File: config.mk
export PLATFORM = sky130hd
export DESIGN_NAME = adc_frame_sched
export DESIGN_NICKNAME = d
export VERILOG_FILES = /design/src/rtl/adc_frame_sched.sv
export SDC_FILE = /design/constraint.sdc
export NUM_CORES = 1
export LEC_CHECK = 0
export BUFFER_PORTS_ARGS = -buffer_cell sky130_fd_sc_hd__buf_2
export CELL_PAD_IN_SITES_DETAIL_PLACEMENT = 1
export CELL_PAD_IN_SITES_GLOBAL_PLACEMENT = 1
export CORE_MARGIN = 3
export CORE_UTILIZATION = 44
export DETAILED_ROUTE_END_ITERATION = 8
export GPL_ROUTABILITY_DRIVEN = 0
export PLACE_DENSITY = 0.86
export SETUP_SLACK_MARGIN = 0.02
export SYNTH_ARGS = -nofsm -noshare
export SYNTH_HDL_FRONTEND = slang
export SYNTH_SLANG_ARGS = --single-unit
File: constraint.sdc
create_clock -name clk_i -period 3.1 [get_ports clk_i]
set_clock_uncertainty 0.2 [all_clocks]
set_input_delay 0.775 -clock clk_i [delete_from_list [all_inputs] [get_ports clk_i]]
set_output_delay 0.775 -clock clk_i [all_outputs]
set_load 0.1 [all_outputs]
File: src/rtl/adc_frame_sched.sv
// adc_frame_sched: frame scheduler for the three-lane ADC serial shifter.
// Buffers 8-bit sample triples in a 4-entry FIFO, divides clk down to a frame
// tick, loads the shifter's parallel inputs, pulses sample_clk for two cycles
// and waits for adc_strobe to close the frame. Sticky underrun/overrun/timeout.
// Optional strobe watchdog: define ADC_SCHED_TIMEOUT_EN.
module adc_frame_sched #(
    parameter int unsigned DIV_W     = 16,
    parameter int unsigned TO_CYCLES = 32
) (
    input  logic             clk_i,
    input  logic             reset_i,
    input  logic             enable_i,
    input  logic [DIV_W-1:0] div_i,
    input  logic             wr_valid_i,
    output logic             wr_ready_o,
    input  logic [7:0]       wr_data0_i,
    input  logic [7:0]       wr_data1_i,
    input  logic [7:0]       wr_data2_i,
    input  logic             adc_strobe_i,
    output logic             sample_clk_o,
    output logic [7:0]       reg_0_in_o,
    output logic [7:0]       reg_1_in_o,
    output logic [7:0]       reg_2_in_o,
    output logic [2:0]       level_o,
    output logic             busy_o,
    input  logic             clr_flags_i,
    output logic             underrun_o,
    output logic             overrun_o,
    output logic             timeout_o,
    output logic [15:0]      frame_cnt_o
);

    localparam int unsigned Depth = 4;
    localparam logic [DIV_W-1:0] DivOne = DIV_W'(1);

    typedef enum logic [1:0] {StIdle, StLoad, StArm, StWait} state_e;

    // FIFO
    logic [23:0] mem_q [Depth];
    logic [1:0]  wptr_q, wptr_d, rptr_q, rptr_d;
    logic [2:0]  count_q, count_d;
    logic        full, empty, push, pop;

    // Divider
    logic [DIV_W-1:0] cnt_q, cnt_d, div_eff;
    logic             tick;

    // Frame control
    state_e      state_q, state_d;
    logic        arm_cnt_q, arm_cnt_d;
    logic        sample_clk_q, sample_clk_d;
    logic [23:0] load_q, load_d;
    logic [15:0] frame_cnt_q, frame_cnt_d;
    logic        frame_done;
    logic        underrun_q, underrun_d, underrun_set;
    logic        overrun_q, overrun_d, overrun_set;

`ifdef ADC_SCHED_TIMEOUT_EN
    localparam int unsigned WdW = $clog2(TO_CYCLES + 1);
    localparam logic [WdW-1:0] WdLoad = WdW'(TO_CYCLES);
    localparam logic [WdW-1:0] WdOne  = WdW'(1);
    logic [WdW-1:0] wd_q, wd_d;
    logic           timeout_q, timeout_d, timeout_set;
`endif

    assign full       = (count_q == 3'd4);
    assign empty      = (count_q == 3'd0);
    assign wr_ready_o = !full;
    assign push       = wr_valid_i && !full;

    // div of 0 behaves as 1; >= keeps the counter bounded if div shrinks mid-count
    assign div_eff = (div_i == '0) ? DivOne : div_i;
    assign tick    = enable_i && (cnt_q >= (div_eff - DivOne));

    // Divider, FIFO pointer and occupancy next-state
    always_comb begin
        cnt_d = '0;
        if (enable_i && !tick) begin
            cnt_d = cnt_q + DivOne;
        end
        wptr_d = push ? wptr_q + 2'd1 : wptr_q;
        rptr_d = pop  ? rptr_q + 2'd1 : rptr_q;
        case ({push, pop})
            2'b10:   count_d = count_q + 3'd1;
            2'b01:   count_d = count_q - 3'd1;
            default: count_d = count_q;
        endcase
    end

    // Frame FSM next-state and status-set events
    always_comb begin
        state_d      = state_q;
        arm_cnt_d    = arm_cnt_q;
        pop          = 1'b0;
        underrun_set = 1'b0;
        frame_done   = 1'b0;
        load_d       = load_q;
`ifdef ADC_SCHED_TIMEOUT_EN
        wd_d         = wd_q;
        timeout_set  = 1'b0;
`endif
        case (state_q)
            StIdle: begin
                if (tick) begin
                    state_d = StLoad;
                    if (empty) begin
                        underrun_set = 1'b1;
                    end else begin
                        pop    = 1'b1;
                        load_d = mem_q[rptr_q];
                    end
                end
            end
            StLoad: begin
                state_d   = StArm;
                arm_cnt_d = 1'b0;
            end
            StArm: begin
                arm_cnt_d = 1'b1;
                if (arm_cnt_q) begin
                    state_d = StWait;
`ifdef ADC_SCHED_TIMEOUT_EN
                    wd_d    = WdLoad;
`endif
                end
            end
            StWait: begin
                if (adc_strobe_i) begin
                    state_d    = StIdle;
                    frame_done = 1'b1;
`ifdef ADC_SCHED_TIMEOUT_EN
                end else if (wd_q == WdOne) begin
                    state_d     = StIdle;
                    timeout_set = 1'b1;
                end else begin
                    wd_d = wd_q - WdOne;
`endif
                end
            end
            default: state_d = StIdle;
        endcase

        overrun_set  = tick && (state_q != StIdle);
        sample_clk_d = (state_d == StArm);
        frame_cnt_d  = frame_done ? frame_cnt_q + 16'd1 : frame_cnt_q;
        // A set event in the same cycle as clr_flags wins
        underrun_d   = underrun_set | (underrun_q & !clr_flags_i);
        overrun_d    = overrun_set  | (overrun_q  & !clr_flags_i);
`ifdef ADC_SCHED_TIMEOUT_EN
        timeout_d    = timeout_set  | (timeout_q  & !clr_flags_i);
`endif
    end

    // FIFO storage; occupancy gates every read so the array needs no reset
    always_ff @(posedge clk_i) begin
        if (push) begin
            mem_q[wptr_q] <= {wr_data2_i, wr_data1_i, wr_data0_i};
        end
    end

    // Control and status state
    always_ff @(posedge clk_i or posedge reset_i) begin
        if (reset_i) begin
            cnt_q        <= '0;
            wptr_q       <= 2'd0;
            rptr_q       <= 2'd0;
            count_q      <= 3'd0;
            state_q      <= StIdle;
            arm_cnt_q    <= 1'b0;
            sample_clk_q <= 1'b0;
            load_q       <= 24'd0;
            frame_cnt_q  <= 16'd0;
            underrun_q   <= 1'b0;
            overrun_q    <= 1'b0;
        end else begin
            cnt_q        <= cnt_d;
            wptr_q       <= wptr_d;
            rptr_q       <= rptr_d;
            count_q      <= count_d;
            state_q      <= state_d;
            arm_cnt_q    <= arm_cnt_d;
            sample_clk_q <= sample_clk_d;
            load_q       <= load_d;
            frame_cnt_q  <= frame_cnt_d;
            underrun_q   <= underrun_d;
            overrun_q    <= overrun_d;
        end
    end

`ifdef ADC_SCHED_TIMEOUT_EN
    // Strobe watchdog and sticky timeout flag
    always_ff @(posedge clk_i or posedge reset_i) begin
        if (reset_i) begin
            wd_q      <= '0;
            timeout_q <= 1'b0;
        end else begin
            wd_q      <= wd_d;
            timeout_q <= timeout_d;
        end
    end

    assign timeout_o = timeout_q;
`else
    // Watchdog compiled out; the parameter is still accepted for compatibility
    localparam bit ToParamSeen = (TO_CYCLES != 0);
    assign timeout_o = ToParamSeen & 1'b0;
`endif

    assign sample_clk_o = sample_clk_q;
    assign reg_0_in_o   = load_q[7:0];
    assign reg_1_in_o   = load_q[15:8];
    assign reg_2_in_o   = load_q[23:16];
    assign level_o      = count_q;
    assign busy_o       = (state_q != StIdle);
    assign underrun_o   = underrun_q;
    assign overrun_o    = overrun_q;
    assign frame_cnt_o  = frame_cnt_q;

endmodule

==> summary.txt <==
Timing
  • Final worst slack: -1.13 ns
  • Unrepaired setup endpoints after global routing: true
  • Final Cycle Share: 137%
  • Max_slew headroom: 55.6%
  • Fin. Hold Viols: 0
  • Setup violators final: 50
  • Fmax: 0.236 GHz
  • Total Neg Setup Slack: -33.52 ns
  • Tmin final: 4.23 ns
  • Least-Margin Pin Slew: 0.665 ns
  • Final Max Tran Viols: 0

Floorplanning
  • Die Ht: 135 um
  • Die area: 18100 um^2
  • CORE AREA: 16100 um^2
  • Die width: 135 um
  • I/O pin count: 95
  • Initial Util: 45.3%
  • Site Rows: 46

Global routing
  • Total gr overflow: 0
  • Vias in the first global route: 5185
  • Initial antenna violation count: 2
  • Met2 Use GR: 36.9%
  • Layer with the highest usage: met2
  • First-pass GRT wire length: 29.0 mm
  • GRT Total Usage: 21.0%
  • M3 GR Usage: 3.95%
  • GRT met1 Usage: 26.0%
  • Largest net degree at the start of global routing: 30

Routing
  • Number of vias per cell: 5.41
  • DR pass1 iterations: 5
  • DRC Markers: 0
  • Starting DRT DRC Count: 234
  • Final antenna-violating net count: 0
  • Vias: 4601
  • Drt wl/cell: 22.6 um
  • Final wirelength: 19.2 mm

Setup path
  • Critical Path End Type: flip-flop
  • Reg2reg setup slack: 0.14 ns
  • Maximum fanout along the worst path: 3
  • Startpoint types: input pin
  • Critical path data required time: 3.22 ns
  • Reg2reg end: level_o[2]
  • Reg2Reg Depth: 12
  • Worst EP arrival: 4.36 ns
  • Reg-to-Reg Start: cnt_q[15]
  • Crit. Startpoint: div_i[4]
  • Setup crit end: level_o[2]
  • Critical path class: in2reg

Placed design
  • Dpl cell area: 8380 um^2
  • Post-Place Worst Slack: -1.53 ns
  • Port Buffer Count: 93
  • Detailed Place HPWL: 11.6 mm

Synthesis
  • Ys async rst share: 41.8%
  • Post-synthesis sequential area ratio: 63.3%
  • Syn nets: 543
  • Library cells used by synthesis: 51
  • Cells after Synth: 467
  • EDFF count, synth: 96
  • Mean area per synthesized cell: 15.6 um^2
  • Main synth FF type: edfxtp_1
  • Ys Warns: 0
  • #FFs+latches synth: 165
  • Synth Cell Area: 7280 um^2

Finish
  • Commonest non-fill, non-tap cell in the layout: edfxtp_1
  • Fillers: 1533
  • Highest-count cells in the layout ignoring fill and taps: edfxtp_1 (96), buf_2 (81), dfrtp_1 (68), buf_4 (35), xnor2_1 (29)
  • Final Instance Area: 9530 um^2
  • Nets@finish: 695
  • P&R area growth vs syn: 30.9%
  • Final Util: 59.4%
  • Share of cells above drive strength 1: 44.0%

Clock tree
  • Cts hold-fix bufs: 0
  • Clk sinks: 165
  • Worst skew pair latency: 0.43 ns
  • Clock Root Buffer: clkbuf_16
  • CTS tree: yes
  • CTS buffer count: 17
  • Max H-tree Level: 4
  • Clock tree buffer depth: 2
  • Clk slew on worst S/H paths: 0.07 ns

Power
  • Overall Power: 6510 uW
  • Power Density: 683 nW/um^2
  • Worst vdd ir: 0.511 mV
  • Leak: 0.00392 uW

Hold path
  • Worst hold path class: in2async

Status
  • Outcome: finished, violations left
  • Violated checks: negative setup slack

Job
  • # Max-Cap Violations: 0
[registers in the layout, summed over array words and instances, names as in the netlist]
signal,flops
arm_cnt_q,1
cnt_q,16
frame_cnt_o,16
level_o,3
load_q,24
mem_q,96
overrun_o,1
rptr_q,2
sample_clk_o,1
state_q,2
underrun_o,1
wptr_q,2
[through the flow]
stage | std cells | hold WS [ns]
CTS | 842 | 0.246
global route | 850 | 0.279
finish | 850 | 0.240
global placement | 805 | 0.252
floorplan | 467 | 0.246
detailed placement | 805 | 0.267
[report_power, final]
group          total, uW  internal, uW  leakage, uW  switching (uW)
logic               1530           439      0.00182            1090
registers           2860          2690      0.00182             170
clock network       2120          1210     0.000282             908
total               6510          4340      0.00392            2170
[layout make-up]
cell class / count / area, um^2 / share of cell area, %
tap: 216 / 270 / 2.84
clock inverter: 14 / 163 / 1.71
inverter: 17 / 63.8 / 0.670
timing repair buffer: 144 / 1100 / 11.6
sequential: 165 / 4610 / 48.4
antenna: 2 / 5.00 / 0.0525
clock buffer: 18 / 429 / 4.50
multi-input combinational: 274 / 2880 / 30.3
[per-layer routing]
metal / up-vias / wire, um / share of wire (%)
met4: 0 / 320 / 1.7
li1: 2044 / - / -
met2: 116 / 10300 / 54
met1: 2420 / 7870 / 41
met5: - / 0 / 0
met3: 21 / 730 / 3.8
[cell usage after synthesis, types with 2 or more instances]
| cell | instances | area (um^2) |
|---|---|---|
| clkbuf_1 | 3 | 11.3 |
| mux2_2 | 8 | 90.1 |
| xor2_1 | 18 | 158 |
| mux4_2 | 24 | 541 |
| mux2_4 | 18 | 270 |
| a21oi_1 | 5 | 25.0 |
| dfrtp_1 | 69 | 1730 |
| nor3_1 | 7 | 35.0 |
| inv_1 | 17 | 63.8 |
| o21ai_0 | 5 | 25.0 |
| nand3_1 | 7 | 35.0 |
| buf_2 | 4 | 20.0 |
| nor4_1 | 6 | 37.5 |
| nand4_1 | 8 | 50.1 |
| a311oi_1 | 2 | 17.5 |
| nor2_1 | 36 | 135 |
| and3_1 | 9 | 56.3 |
| a31oi_1 | 2 | 12.5 |
| edfxtp_1 | 96 | 2880 |
| buf_12 | 2 | 40.0 |
| xnor2_1 | 30 | 263 |
| and2_1 | 4 | 25.0 |
| o21a_1 | 2 | 15.0 |
| nand2_1 | 30 | 113 |
| ha_1 | 29 | 363 |
[kinds of logic (layout without fill, tap and decap cells)]
| group | count (synthesis) | in the layout | synth area share (%) |
|---|---|---|---|
| other | 1 | 3 | 0.0515 |
| flip-flops | 165 | 165 | 63.3 |
| AND/OR/NAND/NOR | 118 | 118 | 8.03 |
| XOR/XNOR | 48 | 48 | 5.78 |
| adder cells (fa/ha/maj) | 30 | 30 | 5.26 |
| AO/OA/AOI/OAI | 27 | 27 | 3.11 |
| multiplexers | 50 | 50 | 12.4 |
| buffers and inverters | 28 | 193 | 2.06 |
[how the worst min path moves through the flow]
stage | from | end | slack (ns)
after global placement | frame_cnt_o[15] | frame_cnt_o[15] | 0.25
after CTS | reset_i | load_q[15] | 0.25
after detailed placement | frame_cnt_o[15] | frame_cnt_o[15] | 0.27
after global routing | reset_i | load_q[15] | 0.28
after floorplan | cnt_q[0] | cnt_q[0] | 0.25
final | reset_i | load_q[1] | 0.24
[timing repair]
action	CTS	global route
buffers inserted	5	8
endpoints found under the setup margin	50	50
gates resized for setup	37	55
cloned	1	3
pin swaps	21	29
[critical path, cell delays in order]
cell and delay, ns:
buf_6 0.10, nor4_4 0.34, a41oi_2 0.20, ha_2 0.24, nor3b_4 0.16, nand2_2 0.06
or2_4 0.15, nor3_4 0.05, xnor2_1 0.13, ha_1 0.34, nand4_4 0.11, nor3_4 0.20
buf_6 0.14, a2bb2oi_4 0.06, a31oi_4 0.23, ha_4 0.18, inv_2 0.04, fa_2 0.35
xor2_1 0.16, nor2_1 0.13, xor2_1 0.21
(Power assumes the default switching activity.)
